$ cat src/rtl/neopix_tx_encoder_if.sv
// Byte-stream handshake between the SPI receive slave (master side) and the
// WS2812 transmit encoder (slave side), plus the SPI frame-close pulse.
interface neopix_tx_encoder_if;
    logic [7:0] byte_data;
    logic       byte_valid;
    logic       byte_ready;
    logic       frame_end;

    modport master (
        output byte_data,
        output byte_valid,
        output frame_end,
        input  byte_ready
    );

    modport slave (
        input  byte_data,
        input  byte_valid,
        input  frame_end,
        output byte_ready
    );
endinterface

$ cat src/rtl/neopix_tx_encoder.sv
// WS2812 serialiser: one-entry byte buffer, MSB-first bit timing, latch low time.
// Build option NEOPIX_TX_PAD_EN: short frames are padded with 0x00 bytes before latching.
module neopix_tx_encoder #(
    parameter int BIT_CYCLES   = 63,
    parameter int T0H_CYCLES   = 20,
    parameter int T1H_CYCLES   = 40,
    parameter int RESET_CYCLES = 2500,
    parameter int NUM_LEDS     = 2
) (
    input  logic                  clk,
    input  logic                  rst,
    neopix_tx_encoder_if.slave    bus,
    output logic                  dout,
    output logic                  busy
);
    localparam int FRAME_BYTES = NUM_LEDS * 3;
    localparam int COUNT_W     = $clog2(FRAME_BYTES + 1);
    localparam int PHASE_MAX   = (BIT_CYCLES > RESET_CYCLES) ? BIT_CYCLES : RESET_CYCLES;
    localparam int PHASE_W     = $clog2(PHASE_MAX);

    localparam logic [PHASE_W-1:0] BIT_LAST   = PHASE_W'(BIT_CYCLES - 1);
    localparam logic [PHASE_W-1:0] T0H_LAST   = PHASE_W'(T0H_CYCLES - 1);
    localparam logic [PHASE_W-1:0] T1H_LAST   = PHASE_W'(T1H_CYCLES - 1);
    localparam logic [PHASE_W-1:0] RESET_LAST = PHASE_W'(RESET_CYCLES - 1);
    localparam logic [COUNT_W-1:0] FRAME_FULL = COUNT_W'(FRAME_BYTES);

`ifdef NEOPIX_TX_PAD_EN
    localparam bit PAD_EN = 1'b1;
`else
    localparam bit PAD_EN = 1'b0;
`endif

    if (!(T0H_CYCLES > 0 && T0H_CYCLES < T1H_CYCLES && T1H_CYCLES < BIT_CYCLES && RESET_CYCLES > 0))
    begin : g_bad_timing
        $error("neopix_tx_encoder: require 0 < T0H_CYCLES < T1H_CYCLES < BIT_CYCLES and RESET_CYCLES > 0");
    end

    typedef enum logic [2:0] {
        IDLE  = 3'd0,
        HIGH  = 3'd1,
        LOW   = 3'd2,
        WAIT  = 3'd3,
        LATCH = 3'd4
    } state_t;

    state_t               state_reg, state_next;
    logic [PHASE_W-1:0]   phase_reg, phase_next;
    logic [2:0]           bit_reg, bit_next;
    logic [7:0]           shift_reg, shift_next;
    logic [COUNT_W-1:0]   count_reg, count_next;
    logic [7:0]           hold_data_reg, hold_data_next;
    logic                 hold_full_reg, hold_full_next;
    logic                 hold_late_reg, hold_late_next;
    logic                 end_pending_reg, end_pending_next;
    logic                 dout_reg;

    logic                 accept;
    logic                 drop;
    logic                 hold_ready;
    logic                 frame_done;
    logic                 pad_now;
    logic                 load_hold;
    logic                 load_zero;
    logic                 latch_entry;
    logic [PHASE_W-1:0]   high_last;

    // A byte accepted while a frame_end is already pending belongs to the next frame.
    assign accept     = bus.byte_valid && !hold_full_reg;
    assign drop       = (count_reg == FRAME_FULL) && !end_pending_reg;
    assign hold_ready = hold_full_reg && !hold_late_reg;
    assign frame_done = (count_reg == FRAME_FULL);
    assign pad_now    = PAD_EN && end_pending_reg && !frame_done;
    assign high_last  = shift_reg[7] ? T1H_LAST : T0H_LAST;

    always_comb begin
        state_next  = state_reg;
        phase_next  = phase_reg;
        bit_next    = bit_reg;
        shift_next  = shift_reg;
        count_next  = count_reg;
        load_hold   = 1'b0;
        load_zero   = 1'b0;
        latch_entry = 1'b0;

        case (state_reg)
            IDLE: begin
                if (hold_full_reg) begin
                    load_hold = 1'b1;
                end
            end
            HIGH: begin
                phase_next = phase_reg + 1'b1;
                if (phase_reg == high_last) begin
                    state_next = LOW;
                end
            end
            LOW: begin
                if (phase_reg != BIT_LAST) begin
                    phase_next = phase_reg + 1'b1;
                end else if (bit_reg != 3'd7) begin
                    phase_next = '0;
                    bit_next   = bit_reg + 3'd1;
                    shift_next = {shift_reg[6:0], 1'b0};
                    state_next = HIGH;
                end else if (frame_done) begin
                    latch_entry = 1'b1;
                end else if (hold_ready) begin
                    load_hold = 1'b1;
                end else if (pad_now) begin
                    load_zero = 1'b1;
                end else if (end_pending_reg) begin
                    latch_entry = 1'b1;
                end else begin
                    phase_next = '0;
                    state_next = WAIT;
                end
            end
            WAIT: begin
                if (hold_ready) begin
                    load_hold = 1'b1;
                end else if (pad_now) begin
                    load_zero = 1'b1;
                end else if (end_pending_reg) begin
                    latch_entry = 1'b1;
                end
            end
            LATCH: begin
                if (phase_reg == RESET_LAST) begin
                    phase_next = '0;
                    state_next = IDLE;
                end else begin
                    phase_next = phase_reg + 1'b1;
                end
            end
            default: begin
                phase_next = '0;
                state_next = IDLE;
            end
        endcase

        if (load_hold || load_zero) begin
            shift_next = load_hold ? hold_data_reg : 8'h00;
            bit_next   = 3'd0;
            phase_next = '0;
            count_next = count_reg + 1'b1;
            state_next = HIGH;
        end
        if (latch_entry) begin
            phase_next = '0;
            count_next = '0;
            state_next = LATCH;
        end
    end

    // Holding register and frame-end bookkeeping.
    always_comb begin
        hold_data_next   = hold_data_reg;
        hold_full_next   = hold_full_reg;
        hold_late_next   = hold_late_reg;
        end_pending_next = end_pending_reg;

        if (load_hold) begin
            hold_full_next = 1'b0;
            hold_late_next = 1'b0;
        end else if (accept && !drop) begin
            hold_full_next = 1'b1;
            hold_data_next = bus.byte_data;
            hold_late_next = end_pending_reg;
        end

        // An empty, idle encoder has no frame for frame_end to close.
        if (bus.frame_end && (count_reg != '0 || hold_full_reg || accept)) begin
            end_pending_next = 1'b1;
        end
        if (latch_entry) begin
            end_pending_next = 1'b0;
            hold_late_next   = 1'b0;
        end
    end

    always_ff @(posedge clk or posedge rst) begin
        if (rst) begin
            state_reg       <= IDLE;
            phase_reg       <= '0;
            bit_reg         <= 3'd0;
            shift_reg       <= 8'h00;
            count_reg       <= '0;
            hold_data_reg   <= 8'h00;
            hold_full_reg   <= 1'b0;
            hold_late_reg   <= 1'b0;
            end_pending_reg <= 1'b0;
            dout_reg        <= 1'b0;
        end else begin
            state_reg       <= state_next;
            phase_reg       <= phase_next;
            bit_reg         <= bit_next;
            shift_reg       <= shift_next;
            count_reg       <= count_next;
            hold_data_reg   <= hold_data_next;
            hold_full_reg   <= hold_full_next;
            hold_late_reg   <= hold_late_next;
            end_pending_reg <= end_pending_next;
            dout_reg        <= (state_next == HIGH);
        end
    end

    // dout comes straight from a flop so the LED line never sees decode glitches.
    assign dout           = dout_reg;
    assign busy           = (state_reg != IDLE);
    assign bus.byte_ready = !hold_full_reg;

endmodule

$ cat src/flat_wrapper.sv
// flat-port wrapper written by rule: the top's interface ports become plain ports
module neopix_tx_encoder_flat 
#(
    parameter int BIT_CYCLES   = 63,
    parameter int T0H_CYCLES   = 20,
    parameter int T1H_CYCLES   = 40,
    parameter int RESET_CYCLES = 2500,
    parameter int NUM_LEDS     = 2
)
  (clk, rst, dout, busy, bus_byte_data, bus_byte_valid, bus_frame_end, bus_byte_ready);
  neopix_tx_encoder_if bus_i ();
  input  logic clk;
  input  logic rst;
  output logic dout;
  output logic busy;
  input wire logic [$bits(bus_i.byte_data)-1:0] bus_byte_data;
  input wire logic [$bits(bus_i.byte_valid)-1:0] bus_byte_valid;
  input wire logic [$bits(bus_i.frame_end)-1:0] bus_frame_end;
  output wire logic [$bits(bus_i.byte_ready)-1:0] bus_byte_ready;
  assign bus_i.byte_data = bus_byte_data;
  assign bus_i.byte_valid = bus_byte_valid;
  assign bus_i.frame_end = bus_frame_end;
  assign bus_byte_ready = bus_i.byte_ready;
  neopix_tx_encoder #(.BIT_CYCLES(BIT_CYCLES), .T0H_CYCLES(T0H_CYCLES), .T1H_CYCLES(T1H_CYCLES), .RESET_CYCLES(RESET_CYCLES), .NUM_LEDS(NUM_LEDS)) u_core (.clk(clk), .rst(rst), .bus(bus_i), .dout(dout), .busy(busy));
endmodule
$ cat config.mk
export PLATFORM = sky130hd
export DESIGN_NAME = neopix_tx_encoder_flat
export DESIGN_NICKNAME = d
export VERILOG_FILES = /design/src/rtl/neopix_tx_encoder_if.sv /design/src/rtl/neopix_tx_encoder.sv /design/src/flat_wrapper.sv
export SDC_FILE = /design/constraint.sdc
export NUM_CORES = 1
export LEC_CHECK = 0
export BUFFER_PORTS_ARGS = -buffer_cell sky130_fd_sc_hd__buf_2
export CAP_MARGIN = 25
export CORE_ASPECT_RATIO = 0.75
export CORE_MARGIN = 4
export CORE_UTILIZATION = 58
export DETAILED_ROUTE_END_ITERATION = 12
export MAX_ROUTING_LAYER = met4
export PLACE_DENSITY = 0.77
export SETUP_SLACK_MARGIN = 0.3
export SKIP_LAST_GASP = 1
export SLEW_MARGIN = 20
export SYNTH_ARGS = -nofsm -noshare
export SYNTH_HDL_FRONTEND = slang
export SYNTH_SLANG_ARGS = --single-unit
$ cat constraint.sdc
create_clock -name clk -period 4.8 [get_ports clk]
set_input_delay 0.48 -clock clk [delete_from_list [all_inputs] [get_ports clk]]
set_output_delay 0.48 -clock clk [all_outputs]
set_load 0.01 [all_outputs]
# Word-level counts from Yosys, hierarchy flattened
# Index checks and enable logic that the tools add are counted.
# op_classes
addsub	3
mux	49
eq_ne	15
reduce_logical	24
n_bitwise	1
# op_table
cell	count
$mux W12	8
$pmux W12 S4	1
$mux W3	15
$mux W8	4
$ne A6 B6 Y1 const B	3
$mux W1	17
$add A12 B1 Y12 const B	1
$eq A12 B12 Y1	1
$eq A12 B12 Y1 const B	1
$ne A12 B6 Y1 const B	1
$pmux W3 S4	1
$reduce_bool A2 Y1	5
$reduce_bool A3 Y1	3
$add A3 B1 Y3 const B	2
$eq A3 B1 Y1 const B	2
$eq A3 B2 Y1 const B	2
$eq A3 B3 Y1 const B	2
$mux W6	1
$logic_and A1 B1 Y1	5
$logic_not A1 Y1	4
$reduce_and A4 Y1	1
$logic_not A3 Y1	1
$ne A3 B1 Y1 const B	1
$ne A3 B3 Y1 const B	1
other kinds (8)	9
# word_totals
inputBits	12
wordCells	102
output_inout_bits	3
reg_bits	41

# Logic depth before layout (Yosys ltp)
# Gate-level depths: netlist of the first run.
# logic_depth
ltp_word	10
ltp_mapped	8
mapped_depth_nobuf	7

# Worst setup path before layout of the first run
# Ideal clock, no wire load.
# synth_timing
path_kind	register to register
startpoint	register u_core.bit_reg[0]
endpoint	register u_core.phase_reg[3]
path_stages_with_launch	9
path_buffers	1
period_less_slack_ps	2155
required_ps	4720
arrival_ps	2076
setup_time_ps	80
slack_ps	2645
path_cell_list	dfrtp_1 -> ha_1 -> ha_1 -> nor4bb_1 -> and4_4 -> a31o_4 -> or3b_4 -> buf_6 -> o22ai_2
# synth_via
elab_chain_cells	6
word_cells_on_any_way	17
classes_between	eq/ne: 5; mux: 11; reduce/logical: 1
# synth_rtl
element	line	source
start, declared	neopix_tx_encoder.sv:48	logic [2:0] bit_reg, bit_next;
start signal, assigned	neopix_tx_encoder.sv:196	bit_reg <= bit_next;
$ne A3 B3 Y1 (*)	neopix_tx_encoder.sv:100	end else if (bit_reg != 3'd7) begin
$mux W1 / $mux W12 (equally long branches)	neopix_tx_encoder.sv:100	
$mux W1 / $mux W12 (equally long branches)	neopix_tx_encoder.sv:98	if (phase_reg != BIT_LAST) begin
$pmux W1 S3, or another cell as far along	neopix_tx_encoder.sv:85	case (state_reg)
$ne A6 B6 Y1 (no source line), or another cell as far along	n/a	
$reduce_and A4 Y1 (no source line) / $mux W12 (equally long branches)	n/a	
end signal, assigned	neopix_tx_encoder.sv:195	phase_reg <= phase_next;
end, declared	neopix_tx_encoder.sv:47	logic [PHASE_W-1:0] phase_reg, phase_next;
# Mark *: on every way between the ends. The rest lies on a longest branch, timed or not.
# A chain may end at the register's enable or synchronous reset.

# Worst setup path in the final report of the first run
# layout_timing
startpoint	register u_core.bit_reg[0]
endpoint	register u_core.phase_reg[10]
# The elaborated chain is that of the path after synthesis.

==> results.py, run 1 <==
metrics = {
    "cells_and_area": {
        "drive_above_1_share_pct": 21.63,
        "largest_reg_flops": 12,
        "fillers": 304,
        "multiInputGateArea_sq_um": 1152,
        "num_antenna_cells": 0,
        "fin_nets": 263,
        "fin_cells": 297,
        "seqCellArea_sq_um": 1026,
        "areaGrowthSynthToFinish_pct": 8.806,
    },
    "pwr": {
        "p_int_mw": 0.5721,
        "p_total_mw": 0.7317,
        "power_density_nw_per_um2": 290.4,
        "ir_worst_vdd_mv": 0.2119,
        "clockPowerShare_pct": 39.5,
        "switching_share_pct": 21.81,
        "seqPwrFrac_pct": 53.2,
        "switchingPower_mw": 0.1596,
        "power_frac_comb_pct": 7.2,
        "p_leak_nw": 1.157,
    },
    "synth": {
        "synth.ff_latch_count": 41,
        "synth_edf_count": 0,
        "seq_area_frac_synth_pct": 44.30,
        "synth.area.top_cells": "dfrtp_1 (44%), mux2_2 (4.4%), ha_1 (3.8%)",
        "synthArstFlopShare_pct": 100.0,
        "syn-num-nets": 251,
        "synth_area_sq_um": 2316,
        "synthCells": 232,
        "netlist.area_leader.share_pct": 44.30,
        "synth.distinct_cells": 56,
        "yosys_warnings": 0,
        "yosysTopAreaCell": "dfrtp_1",
        "syn_area_per_cell_sq_um": 9.983,
        "ys_dominant_reg_cell": "dfrtp_1",
    },
    "drt": {
        "viasPerCell": 5.744,
        "ant_nets": 0,
        "drtIter0Drc": 129,
        "drcViolationCount": 0,
        "routedWlPerCell_microns": 14.50,
        "first_pass_iters": 4,
        "drt-total-wl_microns": 4307,
        "dr_total_vias": 1706,
    },
    "timing": {
        "fin_crit_sh_pct": 50.44,
        "drv_slew": 0,
        "fin_skew_ps": 8.067,
        "layout_min_cycle_time_ps": 2421,
        "fin_setup_tns_ps": 0,
        "max_clock_freq_mhz": 413.1,
        "setup_viol": 0,
        "slew_headroom_pct": 43.51,
        "rsz0062_at_grt": "false",
        "whs_ps": 299.7,
        "worstMarginPinSlew_ps": 847.4,
        "hold_violations": 0,
    },
    "placed_design": {
        "dp_cells": 289,
        "io_buffers": 14,
        "hpwl_microns": 3008,
        "place_congestion": 0.7787,
    },
    "setup_path": {
        "worstSetupPathType": "reg2reg",
        "critical_path_buf_inv_count": 0,
        "worstPathMaxFanout": 26,
        "cp_cell_sequence": "ha_1, ha_1, nor4bb_1, and4_4, a31o_4, or3b_4, o221ai_1",
        "cp_slowest_stage_delay_ps": 540,
        "cpMostUsedCell": "ha_1",
        "end_kind": "flop",
        "cp_top_family": "simple AND/OR/NAND/NOR gates",
        "crit_start": "u_core.bit_reg[0]",
        "worst_path_max_delay_cell": "or3b_4",
        "cp.required_ps": 5000,
        "cp-start-kind": "flop",
        "timing.rr.start": "u_core.bit_reg[0]",
        "cp.arrival_ps": 2620,
    },
    "clock_tree": {
        "cts_buffers": 5,
        "cts_tree": "yes",
        "clockBufferDepth": 2,
        "cts_setup_buffers": 0,
        "cts.sinks": 41,
        "path_clk_slew_ps": 80,
        "h-tree-depth": 2,
        "ctsHoldBuffers": 0,
        "cts_root_buf": "clkbuf_8",
        "post_cts_resize_count": 0,
        "clk_latency_ps": 290,
    },
    "global_route": {
        "grt_max_degree": 42,
        "globalRouteOverflowTotal": 0,
        "grt_pass1_wl_microns": 7362,
        "antenna_found_initial": 0,
        "grt_pass1_vias": 1572,
        "grt.total_usage_pct": 18.79,
    },
    "flow_run": {
        "maxCapViolations": 0,
    },
    "floorplan": {
        "die_w_microns": 80.97,
        "die_h_microns": 62.73,
        "row_count": 19,
        "dieArea_sq_um": 5079,
        "start_util_pct": 61.66,
        "io_pins": 15,
        "coreArea_sq_um": 3756,
    },
    "hold_path": {
        "hold_path_class": "in2async",
    },
    "run_status": {
        "status": "complete, no violations",
    },
}
power by group through the flow:
stage               logic (mW)  registers [mW]  clock network, mW
global route            0.0607           0.393              0.310
global placement        0.0523           0.395                  0
detailed placement      0.0540           0.396                  0
finish                  0.0530           0.390              0.289
floorplan               0.0422           0.390                  0
CTS                     0.0542           0.389              0.295
cell families (layout without fill, tap and decap cells):
logic type | count (synthesis) | after routing | synth area share, %
AOI/OAI and AO/OA | 62 | 62 | 19.18
xor gates and xnor gates | 3 | 3 | 1.135
buffers and inverters | 31 | 44 | 5.943
and+or+nand+nor | 73 | 73 | 18.69
DFF | 41 | 41 | 44.30
adders and majority gates | 7 | 7 | 3.782
muxes | 15 | 15 | 6.969
final timing paths:
path,end,slack [ps],cells after the start
setup / recovery,u_core.phase_reg[10],2380,7
max in group asynchronous,u_core.shift_reg[5],4150,3
setup reg to reg,u_core.phase_reg[10],2380,7
hold / removal,u_core.phase_reg[8],300,3
min in group clk,u_core.hold_data_reg[5],410,2
hold reg to reg,u_core.shift_reg[1],490,2
cell usage in the layout, fill, tap and decap left out, types with 2 or more instances in the layout:
cell type / instances
a211oi_1: 2
a21oi_1: 7
a22oi_1: 2
and2_1: 5
and3_1: 4
and4_4: 2
buf_2: 14
clkbuf_8: 6
dfrtp_1: 41
ha_1: 7
inv_1: 21
mux2_2: 9
mux2i_1: 6
nand2_1: 20
nand3_1: 2
nand3b_1: 2
nand4_1: 4
nor2_1: 8
nor2b_1: 2
nor3_1: 7
o21ai_0: 12
o21ai_1: 5
o21ai_2: 7
o221ai_1: 2
o22ai_1: 8
o22ai_2: 2
or2_2: 2
or3_1: 5
xnor2_1: 2
stage by stage:
stage | area (sq um) | utilization [%] | worst slack (ps)
after detailed placement | 2400 | 63.89 | 2375
final | 2520 | 67.09 | 2379
after global placement | 2400 | 63.89 | 2431
after floorplan | 2316 | - | 2645
after global routing | 2520 | 67.09 | 2184
after CTS | 2520 | 67.09 | 2378
worst reg2reg max path, delay by kind of cell, from the launching register on:
family	cells	cell delay (ps)
fa+ha+maj	2	460
simple gates	3	930
flops	1	400
compound gates	2	540
area by class of cell:
cell class | count | share of cell area, %
Timing Repair Buffer | 15 | 3.078
Clock buffer | 6 | 3.277
Multi-Input combinational cell | 160 | 45.73
Inverter | 21 | 3.128
Tap cell | 52 | 2.582
Clock inverter | 2 | 1.490
Sequential cell | 41 | 40.71
routing by layer:
layer | vias up | global-route usage (%) | part of all wire, %
li1 | 863 | - | -
met1 | 815 | 29.14 | 54
met2 | 23 | 24.59 | 42
met3 | 5 | 3.890 | 3.4
met4 | 0 | 5.063 | 0.88
met5 | - | - | 0
cells in the mapped netlist, drive strengths merged (2+ instances only):
| master | instances |
|---|---|
| a211oi | 2 |
| a21o | 2 |
| a21oi | 8 |
| a22oi | 2 |
| and2 | 5 |
| and3 | 4 |
| and4 | 3 |
| buf | 7 |
| clkbuf | 3 |
| dfrtp | 41 |
| ha | 7 |
| inv | 21 |
| mux2 | 9 |
| mux2i | 6 |
| nand2 | 20 |
| nand3 | 3 |
| nand3b | 2 |
| nand4 | 4 |
| nor2 | 8 |
| nor2b | 2 |
| nor3 | 7 |
| nor3b | 2 |
| o21ai | 24 |
| o221ai | 2 |
| o22ai | 10 |
| or2 | 2 |
| or3 | 5 |
| xnor2 | 2 |
Note: power is estimated with default switching activity, not from simulation.
==> run 2, diff against run 1 <==
--- a/config.mk
+++ b/config.mk
@@ -9,10 +9,10 @@
 export CAP_MARGIN = 25
 export CORE_ASPECT_RATIO = 0.75
 export CORE_MARGIN = 4
-export CORE_UTILIZATION = 58
+export CORE_UTILIZATION = 54
 export DETAILED_ROUTE_END_ITERATION = 12
 export MAX_ROUTING_LAYER = met4
-export PLACE_DENSITY = 0.77
+export PLACE_DENSITY = 0.75
 export SETUP_SLACK_MARGIN = 0.3
 export SKIP_LAST_GASP = 1
 export SLEW_MARGIN = 20
==> constraint.sdc (replaced) <==
create_clock -name clk -period 2.2 [get_ports clk]
set_input_delay 0.22 -clock clk [delete_from_list [all_inputs] [get_ports clk]]
set_output_delay 0.22 -clock clk [all_outputs]
set_load 0.01 [all_outputs]
==> results.py, run 2 (synthesis results as in run 1) <==
metrics = {
    "clock_tree": {
        "h-tree-depth": 2,
        "clockBufferDepth": 2,
        "cts.sinks": 41,
        "clk_latency_ps": 290,
        "path_clk_slew_ps": 80,
        "ctsHoldBuffers": 0,
        "cts_buffers": 5,
        "cts_tree": "yes",
        "cts_root_buf": "clkbuf_8",
    },
    "timing": {
        "layout_min_cycle_time_ps": 2066,
        "fin_skew_ps": 6.832,
        "drv_slew": 0,
        "setup_slack_ps": 133.6,
        "slew_headroom_pct": 65.12,
        "worstMarginPinSlew_ps": 523.2,
        "max_clock_freq_mhz": 483.9,
        "fin_crit_sh_pct": 93.93,
        "rsz0062_at_grt": "true",
        "setup_viol": 0,
        "hold_violations": 0,
        "fin_setup_tns_ps": 0,
    },
    "drt": {
        "drt-total-wl_microns": 5356,
        "routedWlPerCell_microns": 16.58,
        "drcViolationCount": 0,
        "first_pass_iters": 5,
        "dr_total_vias": 1911,
        "ant_nets": 0,
        "drtIter0Drc": 164,
        "viasPerCell": 5.916,
    },
    "pwr": {
        "ir_worst_vdd_mv": 0.2976,
        "p_leak_nw": 1.290,
        "p_total_mw": 1.465,
        "power_density_nw_per_um2": 518.4,
    },
    "placed_design": {
        "hpwl_microns": 3296,
        "dp_slack_ps": 55.16,
        "place_congestion": 0.8677,
        "dp_cells": 302,
        "io_buffers": 14,
    },
    "global_route": {
        "grt_pass1_wl_microns": 8659,
        "grt_pass1_vias": 1815,
        "antenna_found_initial": 0,
        "grt_max_degree": 42,
        "globalRouteOverflowTotal": 0,
        "grt.total_usage_pct": 20.27,
    },
    "setup_path": {
        "cp-start-kind": "flop",
        "cp.arrival_ps": 2280,
        "worstRegToRegCells": 7,
        "worstSetupPathType": "reg2reg",
        "end_kind": "flop",
        "worstPathMaxFanout": 6,
        "cp.required_ps": 2410,
    },
    "cells_and_area": {
        "seqCellArea_sq_um": 1027,
        "multiInputGateArea_sq_um": 1285,
        "areaGrowthSynthToFinish_pct": 22.04,
        "utilization_pct": 68.87,
        "drive_above_1_share_pct": 34.70,
        "fin_cells": 323,
        "final_common_cell": "dfrtp_1",
        "fillers": 303,
        "num_antenna_cells": 0,
        "largest_reg_flops": 12,
        "final_cell_mix": "dfrtp_1 (40), inv_1 (21), nand2_1 (20)",
        "fin_nets": 286,
    },
    "flow_run": {
        "maxCapViolations": 0,
    },
    "floorplan": {
        "io_pins": 15,
        "row_count": 20,
        "coreArea_sq_um": 4104,
        "start_util_pct": 56.43,
        "dieArea_sq_um": 5411,
        "die_h_microns": 64.72,
        "die_w_microns": 83.62,
    },
    "hold_path": {
        "hold_path_class": "in2async",
    },
    "run_status": {
        "status": "complete, no violations",
    },
}
==> run 2: path summary, 6_finish.rpt <==
check                                              from                 endpoint  slack [ps]
worst max-delay path                  u_core.bit_reg[1]     u_core.phase_reg[10]         130
worst min register to register  u_core.hold_data_reg[0]      u_core.shift_reg[0]         480
worst min-delay path                                rst      u_core.phase_reg[0]          40
max in group asynchronous                           rst      u_core.phase_reg[7]        1760
worst max register to register        u_core.bit_reg[1]     u_core.phase_reg[10]         130
min in group clk                       bus_byte_data[5]  u_core.hold_data_reg[5]         150
==> run 2: repair_timing <==
item                       CTS  global route
gates cloned                 1             1
setup endpoints to repair   29            32
pin swaps                   10            10
buffers inserted             6             5
gates resized for setup     12            15
==> run 2: worst max-delay path, stage by stage (launching register included) <==
cell and delay (ps):
dfrtp_1 400, ha_2 200, ha_4 160, nor4bb_4 140, and4_4 190, a21o_4 230
or3b_4 480, o221ai_2 180
==> run 2: routing by layer <==
layer | global-route usage (%) | vias to the layer above | wire length (microns)
li1 | - | 900 | -
met1 | 29.21 | 946 | 2586
met2 | 30.16 | 57 | 2458
met3 | 3.812 | 8 | 278
met4 | 4.217 | 0 | 32
met5 | - | - | 0
==> run 2: report_power, final <==
part	internal (mW)	switching [mW]	leakage [nW]	total, mW
sequential	0.815	0.0358	0.521	0.851
clock	0.219	0.268	0.0439	0.487
combinational	0.0660	0.0614	0.725	0.127
total	1.10	0.365	1.29	1.47
==> run 2: final cells by class <==
type                       count  area share [%]
inverter                      21           2.789
tap                           55           2.435
multi-input combinational    161           45.46
timing repair buffer          37           9.916
sequential                    41           36.34
clock inverter                 3          0.6197
clock buffer                   5           2.435
==> run 2: through the flow <==
stage          hold WS (ps)  cell area [sq um]
2_1_floorplan         359.6               2342
3_3_place_gp          373.7               2500
3_5_place_dp          377.1               2500
4_1_cts               61.00               2700
5_1_grt               102.9               2826
6_report              37.89               2826
